### config.mk
export PLATFORM = sky130hd
export DESIGN_NAME = multicycle_controller_flat
export DESIGN_NICKNAME = d
export VERILOG_FILES = /design/src/rtl/multicycle_controller_pkg.sv /design/src/rtl/multicycle_controller_if.sv /design/src/rtl/multicycle_controller_alu_decoder.sv /design/src/rtl/multicycle_controller.sv /design/src/flat_wrapper.sv
export SDC_FILE = /design/constraint.sdc
export NUM_CORES = 1
export LEC_CHECK = 0
export BUFFER_PORTS_ARGS = -buffer_cell sky130_fd_sc_hd__buf_2
export CORE_MARGIN = 2
export CORE_UTILIZATION = 40
export CTS_CLUSTER_SIZE = 24
export DETAILED_ROUTE_END_ITERATION = 10
export PLACE_DENSITY = 0.75
export RECOVER_POWER = 25
export SLEW_MARGIN = 20
export SYNTH_ARGS = -nofsm -noshare
export SYNTH_HDL_FRONTEND = slang
export SYNTH_SLANG_ARGS = --single-unit
### constraint.sdc
create_clock -name clk -period 1.35 [get_ports clk]
set_input_delay 0.2025 -clock clk [delete_from_list [all_inputs] [get_ports clk]]
set_output_delay 0.2025 -clock clk [all_outputs]
set_load 0.02 [all_outputs]
### src/rtl/multicycle_controller_pkg.sv
// ============================================================================
// Package : riscv_ctrl_pkg
// Purpose : Shared state, opcode and mux encodings for the multi-cycle
//           RV32I controller and its ALU decoder.
// Rev     : 1.0
// ============================================================================
`default_nettype none

package riscv_ctrl_pkg;

    typedef enum logic [3:0] {
        S_FETCH     = 4'd0,
        S_DECODE    = 4'd1,
        S_MEM_ADR   = 4'd2,
        S_MEM_READ  = 4'd3,
        S_MEM_WB    = 4'd4,
        S_MEM_WRITE = 4'd5,
        S_EXEC_R    = 4'd6,
        S_EXEC_I    = 4'd7,
        S_ALU_WB    = 4'd8,
        S_BRANCH    = 4'd9,
        S_JAL       = 4'd10,
        S_JALR      = 4'd11,
        S_LINK      = 4'd12,
        S_LUI       = 4'd13,
        S_TRAP      = 4'd14
    } state_e;

    typedef enum logic [1:0] {
        ALU_CLS_R  = 2'd0,
        ALU_CLS_I  = 2'd1,
        ALU_CLS_BR = 2'd2
    } alu_cls_e;

    localparam logic [6:0] OP_LOAD   = 7'b0000011;
    localparam logic [6:0] OP_STORE  = 7'b0100011;
    localparam logic [6:0] OP_R      = 7'b0110011;
    localparam logic [6:0] OP_IMM    = 7'b0010011;
    localparam logic [6:0] OP_BRANCH = 7'b1100011;
    localparam logic [6:0] OP_JAL    = 7'b1101111;
    localparam logic [6:0] OP_JALR   = 7'b1100111;
    localparam logic [6:0] OP_LUI    = 7'b0110111;

    localparam logic [2:0] ALU_ADD  = 3'b000;
    localparam logic [2:0] ALU_SUB  = 3'b001;
    localparam logic [2:0] ALU_AND  = 3'b010;
    localparam logic [2:0] ALU_OR   = 3'b011;
    localparam logic [2:0] ALU_XOR  = 3'b100;
    localparam logic [2:0] ALU_SLT  = 3'b101;
    localparam logic [2:0] ALU_SLTU = 3'b110;

    localparam logic [2:0] IMM_I = 3'b000;
    localparam logic [2:0] IMM_S = 3'b001;
    localparam logic [2:0] IMM_B = 3'b010;
    localparam logic [2:0] IMM_U = 3'b011;
    localparam logic [2:0] IMM_J = 3'b100;

    localparam logic [1:0] RES_ALUOUT = 2'b00;
    localparam logic [1:0] RES_MDR    = 2'b01;
    localparam logic [1:0] RES_ALU    = 2'b10;
    localparam logic [1:0] RES_IMM    = 2'b11;

    localparam logic [1:0] SRCA_PC    = 2'b00;
    localparam logic [1:0] SRCA_OLDPC = 2'b01;
    localparam logic [1:0] SRCA_RS1   = 2'b10;

    localparam logic [1:0] SRCB_RS2  = 2'b00;
    localparam logic [1:0] SRCB_IMM  = 2'b01;
    localparam logic [1:0] SRCB_FOUR = 2'b10;

    // Immediate format needed while DECODE forms the branch/jal target.
    function automatic logic [2:0] imm_of(input logic [6:0] op);
        case (op)
            OP_STORE:  imm_of = IMM_S;
            OP_BRANCH: imm_of = IMM_B;
            OP_LUI:    imm_of = IMM_U;
            OP_JAL:    imm_of = IMM_J;
            default:   imm_of = IMM_I;
        endcase
    endfunction

endpackage

`default_nettype wire

### src/rtl/multicycle_controller_if.sv
// ============================================================================
// Interface : multicycle_controller_if
// Purpose   : Control/status bundle between the controller and the datapath.
// Rev       : 1.0
// ============================================================================
`default_nettype none

interface multicycle_controller_if;

    logic [6:0] opcode;
    logic [2:0] func3;
    logic [6:0] func7;
    logic       zero;
    logic       sign;
    logic       mem_ready;

    logic       pc_write;
    logic       adr_src;
    logic       mem_read;
    logic       mem_write;
    logic       ir_write;
    logic       reg_write;
    logic [1:0] result_src;
    logic [1:0] alu_src_a;
    logic [1:0] alu_src_b;
    logic [2:0] alu_func;
    logic [2:0] imm_src;
    logic       illegal;

    modport master (
        input  opcode, func3, func7, zero, sign, mem_ready,
        output pc_write, adr_src, mem_read, mem_write, ir_write, reg_write,
               result_src, alu_src_a, alu_src_b, alu_func, imm_src, illegal
    );

    modport slave (
        output opcode, func3, func7, zero, sign, mem_ready,
        input  pc_write, adr_src, mem_read, mem_write, ir_write, reg_write,
               result_src, alu_src_a, alu_src_b, alu_func, imm_src, illegal
    );

endinterface

`default_nettype wire

### src/rtl/multicycle_controller_alu_decoder.sv
// ============================================================================
// Module  : alu_decoder
// Purpose : Maps instruction class + func3/func7 onto an alu_func code and
//           flags combinations the core does not implement.
// Rev     : 1.0
// ============================================================================
`default_nettype none

module alu_decoder
    import riscv_ctrl_pkg::*;
#(
    parameter bit SUPPORT_UNSIGNED_BR = 1'b1
) (
    input  alu_cls_e   cls_i,
    input  logic [2:0] func3_i,
    input  logic [6:0] func7_i,
    output logic [2:0] alu_func_o,
    output logic       unsupported_o
);

    always_comb begin
        alu_func_o    = ALU_ADD;
        unsupported_o = 1'b0;
        case (cls_i)
            ALU_CLS_R: begin
                if (func7_i == 7'b0000000) begin
                    case (func3_i)
                        3'b000:  alu_func_o = ALU_ADD;
                        3'b111:  alu_func_o = ALU_AND;
                        3'b110:  alu_func_o = ALU_OR;
                        3'b100:  alu_func_o = ALU_XOR;
                        3'b010:  alu_func_o = ALU_SLT;
                        3'b011:  alu_func_o = ALU_SLTU;
                        default: unsupported_o = 1'b1;
                    endcase
                end else if (func7_i == 7'b0100000 && func3_i == 3'b000) begin
                    alu_func_o = ALU_SUB;
                end else begin
                    unsupported_o = 1'b1;
                end
            end
            ALU_CLS_I: begin
                case (func3_i)
                    3'b000:  alu_func_o = ALU_ADD;
                    3'b110:  alu_func_o = ALU_OR;
                    3'b100:  alu_func_o = ALU_XOR;
                    3'b010:  alu_func_o = ALU_SLT;
                    3'b011:  alu_func_o = ALU_SLTU;
                    default: unsupported_o = 1'b1;
                endcase
            end
            ALU_CLS_BR: begin
                // Unsigned branches compare with sltu; signed ones inspect sub.
                case (func3_i)
                    3'b000, 3'b001, 3'b100, 3'b101: alu_func_o = ALU_SUB;
                    3'b110, 3'b111: begin
                        if (SUPPORT_UNSIGNED_BR) begin
                            alu_func_o = ALU_SLTU;
                        end else begin
                            unsupported_o = 1'b1;
                        end
                    end
                    default: unsupported_o = 1'b1;
                endcase
            end
            default: unsupported_o = 1'b1;
        endcase
    end

endmodule

`default_nettype wire

### src/rtl/multicycle_controller.sv
// ============================================================================
// Module  : multicycle_controller
// Purpose : Moore FSM sequencing fetch/decode/execute/memory/writeback for a
//           shared-memory multi-cycle RV32I datapath.
// Rev     : 1.0
// ============================================================================
`default_nettype none

module multicycle_controller
    import riscv_ctrl_pkg::*;
#(
    parameter bit MEM_WAIT            = 1'b1,
    parameter bit SUPPORT_UNSIGNED_BR = 1'b1
) (
    input  logic                    clk,
    input  logic                    rst,
    multicycle_controller_if.master bus
);

    state_e     state_q;
    state_e     state_d;

    logic       ready;
    alu_cls_e   alu_cls;
    logic [2:0] dec_func;
    logic       dec_unsup;
    logic       br_taken;

    logic       pc_write;
    logic       adr_src;
    logic       mem_read;
    logic       mem_write;
    logic       ir_write;
    logic       reg_write;
    logic [1:0] result_src;
    logic [1:0] alu_src_a;
    logic [1:0] alu_src_b;
    logic [2:0] alu_func;
    logic [2:0] imm_src;
    logic       illegal;

    assign ready = MEM_WAIT ? bus.mem_ready : 1'b1;

    assign alu_cls = (state_q == S_EXEC_I) ? ALU_CLS_I :
                     (state_q == S_BRANCH) ? ALU_CLS_BR : ALU_CLS_R;

    alu_decoder #(
        .SUPPORT_UNSIGNED_BR (SUPPORT_UNSIGNED_BR)
    ) u_alu_decoder (
        .cls_i         (alu_cls),
        .func3_i       (bus.func3),
        .func7_i       (bus.func7),
        .alu_func_o    (dec_func),
        .unsupported_o (dec_unsup)
    );

    // Flags reflect sub for signed forms and sltu for unsigned forms.
    always_comb begin
        case (bus.func3)
            3'b000:  br_taken = bus.zero;
            3'b001:  br_taken = ~bus.zero;
            3'b100:  br_taken = bus.sign;
            3'b101:  br_taken = ~bus.sign;
            3'b110:  br_taken = ~bus.zero;
            3'b111:  br_taken = bus.zero;
            default: br_taken = 1'b0;
        endcase
    end

    always_ff @(posedge clk) begin
        if (rst) begin
            state_q <= S_FETCH;
        end else begin
            state_q <= state_d;
        end
    end

    always_comb begin
        state_d    = state_q;
        pc_write   = 1'b0;
        adr_src    = 1'b0;
        mem_read   = 1'b0;
        mem_write  = 1'b0;
        ir_write   = 1'b0;
        reg_write  = 1'b0;
        result_src = RES_ALUOUT;
        alu_src_a  = SRCA_PC;
        alu_src_b  = SRCB_RS2;
        alu_func   = ALU_ADD;
        imm_src    = IMM_I;
        illegal    = 1'b0;

        case (state_q)
            S_FETCH: begin
                mem_read   = 1'b1;
                alu_src_b  = SRCB_FOUR;
                result_src = RES_ALU;
                ir_write   = ready;
                pc_write   = ready;
                if (ready) begin
                    state_d = S_DECODE;
                end
            end
            S_DECODE: begin
                alu_src_a = SRCA_OLDPC;
                alu_src_b = SRCB_IMM;
                imm_src   = imm_of(bus.opcode);
                case (bus.opcode)
                    OP_LOAD, OP_STORE: state_d = S_MEM_ADR;
                    OP_R:              state_d = S_EXEC_R;
                    OP_IMM:            state_d = S_EXEC_I;
                    OP_BRANCH:         state_d = S_BRANCH;
                    OP_JAL:            state_d = S_JAL;
                    OP_JALR:           state_d = (bus.func3 == 3'b000) ? S_JALR : S_TRAP;
                    OP_LUI:            state_d = S_LUI;
                    default:           state_d = S_TRAP;
                endcase
            end
            S_MEM_ADR: begin
                alu_src_a = SRCA_RS1;
                alu_src_b = SRCB_IMM;
                imm_src   = (bus.opcode == OP_STORE) ? IMM_S : IMM_I;
                if (bus.func3 == 3'b010) begin
                    state_d = (bus.opcode == OP_STORE) ? S_MEM_WRITE : S_MEM_READ;
                end else begin
                    state_d = S_TRAP;
                end
            end
            S_MEM_READ: begin
                mem_read = 1'b1;
                adr_src  = 1'b1;
                if (ready) begin
                    state_d = S_MEM_WB;
                end
            end
            S_MEM_WB: begin
                result_src = RES_MDR;
                reg_write  = 1'b1;
                state_d    = S_FETCH;
            end
            S_MEM_WRITE: begin
                mem_write = 1'b1;
                adr_src   = 1'b1;
                if (ready) begin
                    state_d = S_FETCH;
                end
            end
            S_EXEC_R: begin
                alu_src_a = SRCA_RS1;
                alu_src_b = SRCB_RS2;
                alu_func  = dec_func;
                state_d   = dec_unsup ? S_TRAP : S_ALU_WB;
            end
            S_EXEC_I: begin
                alu_src_a = SRCA_RS1;
                alu_src_b = SRCB_IMM;
                imm_src   = IMM_I;
                alu_func  = dec_func;
                state_d   = dec_unsup ? S_TRAP : S_ALU_WB;
            end
            S_ALU_WB: begin
                result_src = RES_ALUOUT;
                reg_write  = 1'b1;
                state_d    = S_FETCH;
            end
            S_BRANCH: begin
                alu_src_a  = SRCA_RS1;
                alu_src_b  = SRCB_RS2;
                result_src = RES_ALUOUT;
                alu_func   = dec_func;
                pc_write   = br_taken & ~dec_unsup;
                state_d    = dec_unsup ? S_TRAP : S_FETCH;
            end
            S_JAL: begin
                pc_write   = 1'b1;
                result_src = RES_ALUOUT;
                alu_src_a  = SRCA_OLDPC;
                alu_src_b  = SRCB_FOUR;
                state_d    = S_ALU_WB;
            end
            S_JALR: begin
                alu_src_a  = SRCA_RS1;
                alu_src_b  = SRCB_IMM;
                imm_src    = IMM_I;
                result_src = RES_ALU;
                pc_write   = 1'b1;
                state_d    = S_LINK;
            end
            S_LINK: begin
                alu_src_a = SRCA_OLDPC;
                alu_src_b = SRCB_FOUR;
                state_d   = S_ALU_WB;
            end
            S_LUI: begin
                imm_src    = IMM_U;
                result_src = RES_IMM;
                reg_write  = 1'b1;
                state_d    = S_FETCH;
            end
            S_TRAP: begin
                illegal = 1'b1;
            end
            default: begin
                state_d = S_FETCH;
            end
        endcase

        // Reset silences every strobe, including the sticky trap flag.
        if (rst) begin
            pc_write   = 1'b0;
            adr_src    = 1'b0;
            mem_read   = 1'b0;
            mem_write  = 1'b0;
            ir_write   = 1'b0;
            reg_write  = 1'b0;
            result_src = 2'b00;
            alu_src_a  = 2'b00;
            alu_src_b  = 2'b00;
            alu_func   = 3'b000;
            imm_src    = 3'b000;
            illegal    = 1'b0;
        end
    end

    assign bus.pc_write   = pc_write;
    assign bus.adr_src    = adr_src;
    assign bus.mem_read   = mem_read;
    assign bus.mem_write  = mem_write;
    assign bus.ir_write   = ir_write;
    assign bus.reg_write  = reg_write;
    assign bus.result_src = result_src;
    assign bus.alu_src_a  = alu_src_a;
    assign bus.alu_src_b  = alu_src_b;
    assign bus.alu_func   = alu_func;
    assign bus.imm_src    = imm_src;
    assign bus.illegal    = illegal;

endmodule

`default_nettype wire

### src/flat_wrapper.sv
// flat-port wrapper written by rule: the top's interface ports become plain ports
module multicycle_controller_flat import riscv_ctrl_pkg::*;
#(
    parameter bit MEM_WAIT            = 1'b1,
    parameter bit SUPPORT_UNSIGNED_BR = 1'b1
)
  (clk, rst, bus_opcode, bus_func3, bus_func7, bus_zero, bus_sign, bus_mem_ready, bus_pc_write, bus_adr_src, bus_mem_read, bus_mem_write, bus_ir_write, bus_reg_write, bus_result_src, bus_alu_src_a, bus_alu_src_b, bus_alu_func, bus_imm_src, bus_illegal);
  multicycle_controller_if bus_i ();
  input  logic clk;
  input  logic rst;
  input wire logic [$bits(bus_i.opcode)-1:0] bus_opcode;
  input wire logic [$bits(bus_i.func3)-1:0] bus_func3;
  input wire logic [$bits(bus_i.func7)-1:0] bus_func7;
  input wire logic [$bits(bus_i.zero)-1:0] bus_zero;
  input wire logic [$bits(bus_i.sign)-1:0] bus_sign;
  input wire logic [$bits(bus_i.mem_ready)-1:0] bus_mem_ready;
  output wire logic [$bits(bus_i.pc_write)-1:0] bus_pc_write;
  output wire logic [$bits(bus_i.adr_src)-1:0] bus_adr_src;
  output wire logic [$bits(bus_i.mem_read)-1:0] bus_mem_read;
  output wire logic [$bits(bus_i.mem_write)-1:0] bus_mem_write;
  output wire logic [$bits(bus_i.ir_write)-1:0] bus_ir_write;
  output wire logic [$bits(bus_i.reg_write)-1:0] bus_reg_write;
  output wire logic [$bits(bus_i.result_src)-1:0] bus_result_src;
  output wire logic [$bits(bus_i.alu_src_a)-1:0] bus_alu_src_a;
  output wire logic [$bits(bus_i.alu_src_b)-1:0] bus_alu_src_b;
  output wire logic [$bits(bus_i.alu_func)-1:0] bus_alu_func;
  output wire logic [$bits(bus_i.imm_src)-1:0] bus_imm_src;
  output wire logic [$bits(bus_i.illegal)-1:0] bus_illegal;
  assign bus_i.opcode = bus_opcode;
  assign bus_i.func3 = bus_func3;
  assign bus_i.func7 = bus_func7;
  assign bus_i.zero = bus_zero;
  assign bus_i.sign = bus_sign;
  assign bus_i.mem_ready = bus_mem_ready;
  assign bus_pc_write = bus_i.pc_write;
  assign bus_adr_src = bus_i.adr_src;
  assign bus_mem_read = bus_i.mem_read;
  assign bus_mem_write = bus_i.mem_write;
  assign bus_ir_write = bus_i.ir_write;
  assign bus_reg_write = bus_i.reg_write;
  assign bus_result_src = bus_i.result_src;
  assign bus_alu_src_a = bus_i.alu_src_a;
  assign bus_alu_src_b = bus_i.alu_src_b;
  assign bus_alu_func = bus_i.alu_func;
  assign bus_imm_src = bus_i.imm_src;
  assign bus_illegal = bus_i.illegal;
  multicycle_controller #(.MEM_WAIT(MEM_WAIT), .SUPPORT_UNSIGNED_BR(SUPPORT_UNSIGNED_BR)) u_core (.clk(clk), .rst(rst), .bus(bus_i));
endmodule
==> reports/metrics.yaml, run 1 <==
status: "stopped before the end"
postPlaceCellArea_sq_mm: 0.00190
synth_cell_types: 58
ios: 41
die_w_microns: 57.9
htreeDepth: 1
synth-seq-cells: 4
hold_buffers: 0
worst-ep-kind: "output port"
rows: 19
synth-async-reset-ratio_pct: 0
start_util_pct: 42.1
cts_buffers: 3
portBuffers: 40
grt_max_degree: 12
synth_edf_count: 0
cts.sinks: 4
stop_stage: "global routing (5_1_grt)"
syn_area_per_cell_sq_um: 6.52
synthesis.nets: 200
cts_buffer_depth: 2
fp.dieH_microns: 57.9
ys_warn_count: 0
ys_seq_area_share_pct: 6.90
grt-worst-endpoint: "bus_alu_func[0]"
synth_cells: 178
place.gp.congestion: 0.866
firstError: "[ERROR DPL-0038] Utilization greater than 100%, impossible to legalize"
ys.flop_type: "dfxtp_1"
hpwl_microns: 3170
synthesis.area_sq_mm: 0.00116
cts-root-buf: "clkbuf_4"
==> synth_stat cells (all sizes together) (2+ instances only) <==
cell	count	area, sq um
and3	2	12.5
o41ai	3	26.3
nand3	6	42.5
o31ai	2	15.0
nor3	6	35.0
inv	7	26.3
o2bb2ai	2	17.5
xnor2	2	17.5
nand2	18	67.6
nor2b	4	25.0
a22oi	2	15.0
o21a	2	15.0
nand4	2	12.5
clkbuf	5	18.8
o21ai	8	40.0
dfxtp	4	80.1
o22ai	4	25.0
a21oi	16	80.1
a22o	2	17.5
nand2b	7	43.8
or2	2	12.5
nor4	4	31.3
nor2	19	71.3
a31oi	6	37.5
a2111oi	2	23.8
xor2	2	17.5
and2b	2	18.8
a311oi	2	23.8
buf	10	70.1
nand4b	2	17.5
a211oi	4	30.0
nor3b	2	20.0
nand3b	2	15.0
==> metrics by stage <==
step           worst slack (ns)  setup TNS [ns]  util [%]  instances
2_1_floorplan            -0.158          -0.919         -        178
3_3_place_gp             -0.259           -2.41      68.7        291
3_5_place_dp             -0.287           -2.71      68.7        291
4_1_cts                  -0.476           -6.76      91.1        310
==> cells by family after synthesis <==
logic type                count (synthesis)  share of synthesized area [%]
DFF                                       4                           6.90
xor gates and xnor gates                  4                           3.02
muxes                                     1                          0.863
buffers and inverters                    22                           9.92
AOI/OAI and AO/OA                        65                           39.2
and+or+nand+nor                          82                           40.1
==> what timing repair did <==
item / 4_1_cts
resized for setup: 108
cloned: 1
setup buffers: 15
pin swaps: 38
endpoints found under the setup margin: 23
==> run 2, diff against run 1 <==
--- a/config.mk
+++ b/config.mk
@@ -7,10 +7,9 @@
 export LEC_CHECK = 0
 export BUFFER_PORTS_ARGS = -buffer_cell sky130_fd_sc_hd__buf_2
 export CORE_MARGIN = 2
-export CORE_UTILIZATION = 40
-export CTS_CLUSTER_SIZE = 24
+export CORE_UTILIZATION = 25
 export DETAILED_ROUTE_END_ITERATION = 10
-export PLACE_DENSITY = 0.75
+export PLACE_DENSITY_LB_ADDON = 0.15
 export RECOVER_POWER = 25
 export SLEW_MARGIN = 20
 export SYNTH_ARGS = -nofsm -noshare
==> constraint.sdc (replaced) <==
create_clock -name clk -period 1.75 [get_ports clk]
set_input_delay 0.2625 -clock clk [delete_from_list [all_inputs] [get_ports clk]]
set_output_delay 0.2625 -clock clk [all_outputs]
set_load 0.02 [all_outputs]
==> run 2 against run 1 <==
Net effect:
- the flow now finishes, with violations (setup timing)
- synthesized cell count did not move
- synthesized area unchanged
==> reports/metrics.yaml, run 2 <==
status: "finished with violations"  # was stopped before the end
violations: "setup timing"
p_int_uw: 1430
synth-seq-cells: 4  # unchanged
area_delta_synth_final_pct: 82.7
antenna_found_initial: 0
synth_top_area_share_pct: 6.90  # unchanged
coreArea_sq_mm: 0.00441
worstSetupPathType: "reg2out"
hpwl_microns: 3290  # was 3170 microns
cp-end-kind: "primary output"
ys_warn_count: 0  # unchanged
avgRoutedWirePerCell_microns: 15.5
synth_cell_types: 58  # unchanged
drt-pass1-iter-count: 4
utilization_pct: 48.0
rows: 24  # was 19
vias: 1672
p_sw_share_pct: 46.5
cap_violations: 0
p_switching_uw: 1240
synth_edf_count: 0  # unchanged
layout_common_cells: "50 x buf_4, 30 x buf_2, 15 x nor2_1"
synth_top_cell_by_area: "a21oi_1"  # unchanged
fp.dieH_microns: 72.1  # was 57.9 microns
synthTopCellsByCount: "19 x nor2_1, 18 x nand2_1, 16 x a21oi_1"  # unchanged
htreeDepth: 1  # unchanged
worst_hold_path_type: "in2reg"
required_ns: 1.49
start_kind: "register"
largestRegisters: "u_core.state_q: 4 flops"
nets: 286
power_frac_comb_pct: 85.1
min_period_ns: 1.91
track_usage_pct: 17.6
slew_viol_final: 0
setup_viol: 9
ant_nets: 0
fmax_ghz: 0.523
cts_tree: "built"
start_util_pct: 26.3  # was 42.1%
cts.sinks: 4  # unchanged
rsz0062_at_grt: "true"
clk_latency_ns: 0.23
tightest_slew_ns: 0.372
holdPathStages: 3
dieArea_sq_mm: 0.00520
period_share_pct: 109
num_antenna_cells: 0
hold_buffers: 0  # unchanged
power.density_mw_per_mm2: 1260
layout_setup_ws_ns: -0.161
ys.flop_type: "dfxtp_1"  # unchanged
syn_area_per_cell_sq_um: 6.52  # unchanged
ios: 41  # unchanged
seqPwrFrac_pct: 7.1
portBuffers: 40  # unchanged
slew-limit-headroom_pct: 75.1
nFillCells: 443
largest_register_ff_count: 4
crit_fanout: 5
synth_cells: 178  # unchanged
synthesis.area_sq_mm: 0.00116  # unchanged
first_iter_violations: 92
grt_max_degree: 17
clk_pin_slew_ns: 0.04
total_power_uw: 2670
cts-root-buf: "clkbuf_8"  # was clkbuf_4
grt_pass1_wl_microns: 7290
cts_buffers: 3  # unchanged
rr_worst_depth: 10
ys_top_cells_by_area: "a21oi_1 6.9%, dfxtp_1 6.9%, nor2_1 6.1%"  # unchanged
p_leak_uw: 0.000903
hold_viol: 0
worst_ep_arrival_time_ns: 1.65
drive_gt1_share_pct: 54.6
cts_buffer_depth: 2  # unchanged
drcViolationCount: 0
ir_drop_mv: 0.500
place.gp.congestion: 0.824  # was 0.866
largest-register: "u_core.state_q"
wl_microns: 4880
synthesis.nets: 200  # unchanged
overflow: 0
ys_seq_area_share_pct: 6.90  # unchanged
synth-async-reset-ratio_pct: 0  # unchanged
die_w_microns: 72.1  # was 57.9 microns
via_per_inst: 5.32
yosysMostFrequentCell: "nor2_1"  # unchanged
power_frac_clock_pct: 7.8
grt_pass1_vias: 1559
clock_skew_ns: 0.00542
final_common_cell: "buf_4"
==> run 2: cell counts after synthesis <==
Identical to the previous run, type by type.
==> run 2: final timing paths <==
| check | slack (ns) | from | endpoint |
|---|---|---|---|
| setup / recovery | -0.16 | u_core.state_q[3] | bus_pc_write |
| hold / removal | 0.44 | bus_opcode[1] | u_core.state_q[2] |
| setup reg to reg | 0.06 | u_core.state_q[1] | u_core.state_q[0] |
| hold reg to reg | 0.74 | u_core.state_q[3] | u_core.state_q[3] |
==> run 2: routing by layer <==
metal  up-vias  global-route usage [%]  share of wire, %
met3         4                    2.92               5.6
li1        842                       -                 -
met4         0                    5.03               1.4
met5         -                       0                 0
met2        50                    29.8                46
met1       776                    22.9                47
==> run 2: critical path: stages, from the launching register on <==
cell,delay [ns]
dfxtp_4,0.35
buf_8,0.13
nand2b_4,0.14
or3_4,0.34
a21oi_4,0.16
a31oi_1,0.06
nor2_1,0.11
buf_4,0.14
==> run 2: per-stage QoR <==
step	area [sq um]	setup slack (ns)	hold WS, ns	instances	TNS (ns)
after floorplan	1170	0.0259	0.470	178	0
after global placement	1610	0.0238	0.660	290	0
after detailed placement	1610	0.00263	0.666	290	0
after CTS	1860	-0.139	0.432	305	-0.671
after global routing	2120	-0.207	0.447	314	-1.45
final	2120	-0.161	0.440	314	-0.691
==> run 2: final cells by class <==
class,count,area [sq um],area share (%)
inverter,7,26.3,1.24
sequential,4,92.6,4.37
clock buffer,3,41.3,1.95
tap,52,65.1,3.07
multi-input combinational,152,1170,55.1
timing repair buffer,96,727,34.3
==> run 2: logic make-up (layout without fill, tap and decap cells) <==
family / count (synthesis) / after routing / synth area share (%)
flip-flops: 4 / 4 / 6.90
buffers and inverters: 22 / 106 / 9.92
AND/OR/NAND/NOR: 82 / 82 / 40.1
XOR/XNOR: 4 / 4 / 3.02
multiplexers: 1 / 1 / 0.863
AO/OA/AOI/OAI: 65 / 65 / 39.2
==> run 2: timing repair <==
item	CTS	global route
hold endpoints to repair	0	0
gates resized for setup	34	40
pin swaps	14	15
buffers inserted	12	9
setup endpoints to repair	12	14
==> run 2: power by group through the flow <==
stage | combinational, uW | sequential [uW] | clock (uW)
after floorplan | 990 | 155 | 0
final | 2270 | 189 | 209
after global placement | 1600 | 167 | 0
after detailed placement | 1580 | 168 | 0
after CTS | 1840 | 179 | 210
after global routing | 2420 | 196 | 216
Note: power is estimated with default switching activity, not from simulation.
